$ cat src/rtl/serial_addsub_ctrl.sv
// Bit-serial add/subtract controller that drives one shared external full adder,
// processing one operand bit per clock, LSB first, and collecting sum, carry and overflow.
module serial_addsub_ctrl #(
  parameter int WIDTH = 8
) (
  input  logic             clk,
  input  logic             rst_n,
  input  logic             start,
  input  logic             sub,
  input  logic [WIDTH-1:0] op_a,
  input  logic [WIDTH-1:0] op_b,
  output logic             busy,
  output logic             done,
  output logic [WIDTH-1:0] result,
  output logic             carry_out,
  output logic             overflow,
  output logic             fa_a,
  output logic             fa_b,
  output logic             fa_c,
  input  logic             fa_sm,
  input  logic             fa_cr
);

  localparam int CNT_W = (WIDTH > 1) ? $clog2(WIDTH) : 1;

  typedef enum logic [1:0] {
    IDLE = 2'd0,
    RUN  = 2'd1,
    DONE = 2'd2
  } state_t;

  state_t           state, state_nxt;
  logic [WIDTH-1:0] a_sh, b_sh;
  logic             carry;
  logic [CNT_W-1:0] cnt;
  logic             last_bit;

  assign last_bit = (cnt == CNT_W'(WIDTH - 1));

  // NOTE: next_state gets a default before the case so no path leaves it unassigned (no latch).
  always_comb begin
    state_nxt = state;
    case (state)
      IDLE:    if (start) state_nxt = RUN;
      RUN:     if (last_bit) state_nxt = DONE;
      DONE:    state_nxt = IDLE;
      default: state_nxt = IDLE;
    endcase
  end

  // NOTE: all state uses non-blocking assignments so every register samples pre-edge values.
  always_ff @(posedge clk or negedge rst_n) begin
    if (!rst_n) state <= IDLE;
    else        state <= state_nxt;
  end

  assign busy = (state == RUN);
  assign done = (state == DONE);

  // The full adder only sees live operand bits while a bit is actually being processed.
  assign fa_a = busy & a_sh[0];
  assign fa_b = busy & b_sh[0];
  assign fa_c = busy & carry;

  always_ff @(posedge clk or negedge rst_n) begin
    if (!rst_n) begin
      a_sh      <= '0;
      b_sh      <= '0;
      carry     <= 1'b0;
      cnt       <= '0;
      result    <= '0;
      carry_out <= 1'b0;
      overflow  <= 1'b0;
    end else begin
      case (state)
        IDLE: begin
          if (start) begin
            // Subtraction is A + ~B + 1: invert B and seed the carry with 1.
            a_sh      <= op_a;
            b_sh      <= sub ? ~op_b : op_b;
            carry     <= sub;
            cnt       <= '0;
            result    <= '0;
            carry_out <= 1'b0;
            overflow  <= 1'b0;
          end
        end
        RUN: begin
          // Shift form avoids an empty slice when WIDTH is 1.
          result <= (result >> 1) | (WIDTH'(fa_sm) << (WIDTH - 1));
          carry  <= fa_cr;
          a_sh   <= a_sh >> 1;
          b_sh   <= b_sh >> 1;
          cnt    <= cnt + 1'b1;
          if (last_bit) begin
            carry_out <= fa_cr;
            overflow  <= carry ^ fa_cr;
          end
        end
        default: ;
      endcase
    end
  end

endmodule

$ cat config.mk
export PLATFORM = sky130hd
export DESIGN_NAME = serial_addsub_ctrl
export DESIGN_NICKNAME = d
export VERILOG_FILES = /design/src/rtl/serial_addsub_ctrl.sv
export SDC_FILE = /design/constraint.sdc
export NUM_CORES = 1
export LEC_CHECK = 0
export CAP_MARGIN = 20
export CORE_MARGIN = 2
export CORE_UTILIZATION = 30
export DETAILED_ROUTE_END_ITERATION = 10
export DONT_BUFFER_PORTS = 1
export PLACE_DENSITY = 0.45
export SYNTH_ARGS = -nofsm -noshare
export SYNTH_HDL_FRONTEND = slang
export SYNTH_SLANG_ARGS = --single-unit
$ cat constraint.sdc
create_clock -name clk -period 3.1 [get_ports clk]
set_input_delay 0.31 -clock clk [delete_from_list [all_inputs] [get_ports clk]]
set_output_delay 0.31 -clock clk [all_outputs]
set_load 0.01 [all_outputs]
======== After elaboration in Yosys (flattened, before gate mapping) ========
Index checks and enable logic that the tools add are counted.
storage, ports and cells
  bits in registers ....................... 32
  output and inout bits ................... 15
  word-level logic and storage cells ...... 44
cells by class
  add/subtract/negate cells ............... 1
  equal/unequal tests ..................... 5
  mux-type cells .......................... 19
  bitwise operators ....................... 6
  reduce and logical (&&, ||, !) cells .... 5
operators by type and width
  operator             number
  $pmux 8 s2           3
  $mux 8               4
  $not 8->8            1
  $or 7x8->8           1
  $pmux 1 s2           3
  $pmux 3 s2           1
  $mux 1               4
  $mux 2               2
  $pmux 2 s2           1
  $reduce_and 2->1     2
  $add 3x1->3 const B  1
  $and 1x1->1          3
  $eq 3x3->1 const B   1
  $mux 3               1
  $reduce_and 3->1     1
  $eq 2x1->1 const B   1
  $eq 2x2->1 const B   1
  $logic_not 2->1      1
  $ne 2x1->1 const B   1
  $ne 2x2->1 const B   1
  $reduce_bool 2->1    1
  $xor 1x1->1          1

======== Depth between registers and ports, before layout ========
  depth in word-level cells ............... 4
  mapped depth ............................ 5
  mapped depth without buffers ............ 5

======== Least setup slack after synthesis ========
No wires, ideal clock.
  kind .................................... reg-to-output
  start point ............................. reg state[0]
  end point ............................... out fa_a
  data arrival time ....................... 1.002 ns
  setup slack ............................. 1.788 ns
  stages on the path, launching flop included .. 4
  path through ............................ dfrtp_1 > nor2b_2 > buf_2 > and2_1
between the ends
  word-level cells in the longest chain between the ends .. 2
ends and longest elaborated chain
  element                   RTL line  RTL
  start: declaration        32        state_t state, state_nxt;
  start signal: assignment  54        else state <= state_nxt;
  $eq 2x1->1                57        assign busy = (state == RUN);
  via busy                  12        output logic busy,
  $and 1x1->1               61        assign fa_a = busy & a_sh[0];
  end: declaration          17        output logic fa_a,
The timed path passes the listed nets, and every way through them passes these cells.

======== Worst setup path in the final report ========
  start point ............................. reg state[0]
  end point ............................... out fa_c
between the ends
  word-level cells in the longest chain between the ends .. 2
ends and longest elaborated chain
  element           RTL line  RTL
  $eq 2x1->1        57
  via busy          12
  $and 1x1->1       63        assign fa_c = busy & carry;
  end: declaration  19        output logic fa_c,
The timed path passes the listed nets, and every way through them passes these cells.

==> results.toml <==
[placed_design]
dp_hpwl_um = 1930
place_area_um2 = 1530
placement.io_buffers = 0
place_congestion = 0.624

[job]
drv.max_cap_violation_count = 0

[route]
post_drt_wl_per_cell_um = 14.4
post_drt_via_cell_ratio = 4.91
drt_iter0_drc = 64
num_vias = 992
drt_pass1_iterations = 4
detail_route.wirelength_um = 2910
post-route-drc-count = 0
postRouteAntennaNets = 0

[setup_path]
timing.critical_path.arrival_ns = 2.01
crit_path_max_incr_delay_ns = 0.76
critPathSlowestCell = "sky130_fd_sc_hd__dfrtp_1"
cp_data_required_time_ns = 2.79
largest_fanout_on_the_critical_path = 24
end_kind = "primary output"
setup.worst_path.start_class = "flip-flop"
type_of_the_worst_setup_path = "flip-flop to primary output"
crit_chain = "nor2b_2 -> and2_1"
reg2regPathDepth = 3

[floorplanning]
core.rowCount = 25
die_h_um = 74.7
boundaryPins = 37
die-width_um = 74.7
fp.dieArea_um2 = 5570
core-area_um2 = 4750
initial_core_util = 0.315

[layout]
fillerInstances = 506
post-route-cell-area_um2 = 1670
layout_commonest_cell = "sky130_fd_sc_hd__dfrtp_1"
final_layout_size_suffix_gt1_frac = 0.148
layout.nets = 158
num_antenna_cells = 0
commonest_non_fill_non_tap_cells_in_the_layout = "sky130_fd_sc_hd__dfrtp_1 (32), sky130_fd_sc_hd__a22o_1 (12), sky130_fd_sc_hd__nand2_1 (9), sky130_fd_sc_hd__and3b_1 (8), sky130_fd_sc_hd__a21oi_1 (8)"
area.growth.synth_to_final_pct = 11.7

[global_route]
maximum_number_of_pins_on_one_net_before_global_route_repair = 33
track_usage = 0.116
grt_pass1_vias = 1042
initial_antenna_violation_count = 0
grt_first_pass_wirelength_um = 4820
global_route.overflow_total = 0

[cts]
tritoncts = "built"
cts.sinks = 32
worst_case_clock_buffer_depth = 2
clkTransAtPathRegs_ns = 0.07
cts_buffers = 5
post_cts_buffers = 0
ctsHtreeMaxLevel = 2
worst_skew_pair.late_latency_ns = 0.28
ctsRootBufferMaster = "sky130_fd_sc_hd__clkbuf_8"

[logic_synthesis]
yosysSeqAreaShare = 0.535
syn-instance-count = 133
area_of_the_mapped_netlist_um2 = 1500
syn-num-nets = 157
synthArstFlopShare = 1.00
synth_area_leader_cell = "sky130_fd_sc_hd__dfrtp_1"
ys_types = 27
number_of_flops_mapped_to_enable_cells_by_yosys = 0
synth_top_cell_area_share = 0.535
postSynthAreaPerCell_um2 = 11.3
postSynth.topFlopCell = "sky130_fd_sc_hd__dfrtp_1"
register_bit_count_reported_by_yosys = 32
synth.area.top_cells = "sky130_fd_sc_hd__dfrtp_1 (53%), sky130_fd_sc_hd__a22o_1 (7.0%), sky130_fd_sc_hd__a221o_1 (4.7%), sky130_fd_sc_hd__and3b_1 (4.7%), sky130_fd_sc_hd__xnor2_1 (4.1%)"
ys.warnings.count = 0

[timing]
final.period_utilization = 0.748
setup_repair_after_global_routing_missed_its_margin = "no"
hold-worst-slack_ns = 0.169
timing.max_slew.rel_slack = 0.554
max_clock_freq_mhz = 431
slew_viol_final = 0
tightest_slew_ns = 0.665
layout_min_cycle_time_ns = 2.32
finalSetupTns_ns = 0
finalClockSkew_ns = 0.00709
setup_viol = 0
final_hold_viol_count = 0

[pwr]
pwr_density_cell_nw_per_um2 = 898
post-layout-total-power_w = 0.00150
irDropWorstVdd_uv = 218
power_leakage_nw = 0.752

[hold_path]
hold_path_depth = 1
hold_path_class = "input pin to flip-flop"

[outcome]
status = "complete, no violations"
logic make-up after synthesis:
kind of cell,share of synthesized area
AO/OA/AOI/OAI,0.197
AND/OR/NAND/NOR,0.143
flip-flops,0.535
buffers and inverters,0.0418
XOR/XNOR,0.0526
multiplexers,0.0142
adder cells (fa/ha/maj),0.0167
final cells by class:
type | count | area (um^2) | area share
flip-flops and latches | 32 | 801 | 0.479
multi-input cells | 89 | 634 | 0.379
clock buffers | 7 | 86.3 | 0.0516
well taps | 67 | 83.8 | 0.0501
repair buffers | 4 | 52.6 | 0.0314
clock inverters | 1 | 7.51 | 0.00449
inverters | 2 | 7.51 | 0.00449
final timing paths:
path | startpoint | end | slack, ns
max | state[0] | fa_c | 0.78
min | fa_cr | carry_out | 0.17
max reg2reg | state[0] | b_sh[2] | 1.16
min reg2reg | a_sh[0] | a_sh[0] | 0.48
max in group asynchronous | rst_n | a_sh[1] | 2.45
min in group asynchronous | rst_n | carry_out | 0.48
worst max-delay path: cells and delay by family, from the launching register on:
| family | cells | cell delay, ns |
|---|---|---|
| DFF | 1 | 0.76 |
| and+or+nand+nor | 2 | 0.97 |
per-layer routing:
metal  vias to the layer above  wire [um]  GRT usage
met5                         -          0          0
met4                         0         42     0.0536
met3                         4        203     0.0562
met2                        34       1270      0.164
met1                       476       1390      0.150
li1                        478          -          -
registers in the layout, indices dropped and copies added (netlist names):
| name | cells |
|---|---|
| a_sh | 8 |
| b_sh | 8 |
| result | 8 |
| cnt | 3 |
| state | 2 |
| carry | 1 |
| carry_out | 1 |
| overflow | 1 |
power breakdown:
part           internal [W]  leakage (nW)  total [W]  switching [W]
clock              0.000180        0.0445   0.000325       0.000145
combinational      0.000231         0.293   0.000440       0.000209
sequential         0.000575         0.414   0.000736       0.000161
total              0.000986         0.752    0.00150       0.000516
through the flow:
stage                     setup WS, ns  std cells  utilization
final                            0.782        202        0.352
after global routing             0.572        202        0.352
after CTS                        0.753        201        0.349
after detailed placement          1.07        191        0.323
after global placement            1.11        191        0.323
after floorplan                   1.79        133            -
what timing repair did:
action,4_1_cts,5_1_grt
hold buffers,2,0
endpoints found under the hold margin,32,0
gates resized for setup,0,0
cells in the mapped netlist (2+ instances only):
cell / n
sky130_fd_sc_hd__xnor2_1: 7
sky130_fd_sc_hd__a22o_1: 12
sky130_fd_sc_hd__nor2_2: 7
sky130_fd_sc_hd__nor2_1: 3
sky130_fd_sc_hd__a221o_1: 7
sky130_fd_sc_hd__and2_1: 4
sky130_fd_sc_hd__xor2_1: 2
sky130_fd_sc_hd__o21ai_1: 6
sky130_fd_sc_hd__inv_1: 2
sky130_fd_sc_hd__ha_1: 2
sky130_fd_sc_hd__nand2_1: 9
sky130_fd_sc_hd__o21ai_0: 5
sky130_fd_sc_hd__buf_2: 8
sky130_fd_sc_hd__dfrtp_1: 32
sky130_fd_sc_hd__a21oi_1: 8
sky130_fd_sc_hd__and3b_1: 8
Power figures use the tool's default switching activity.
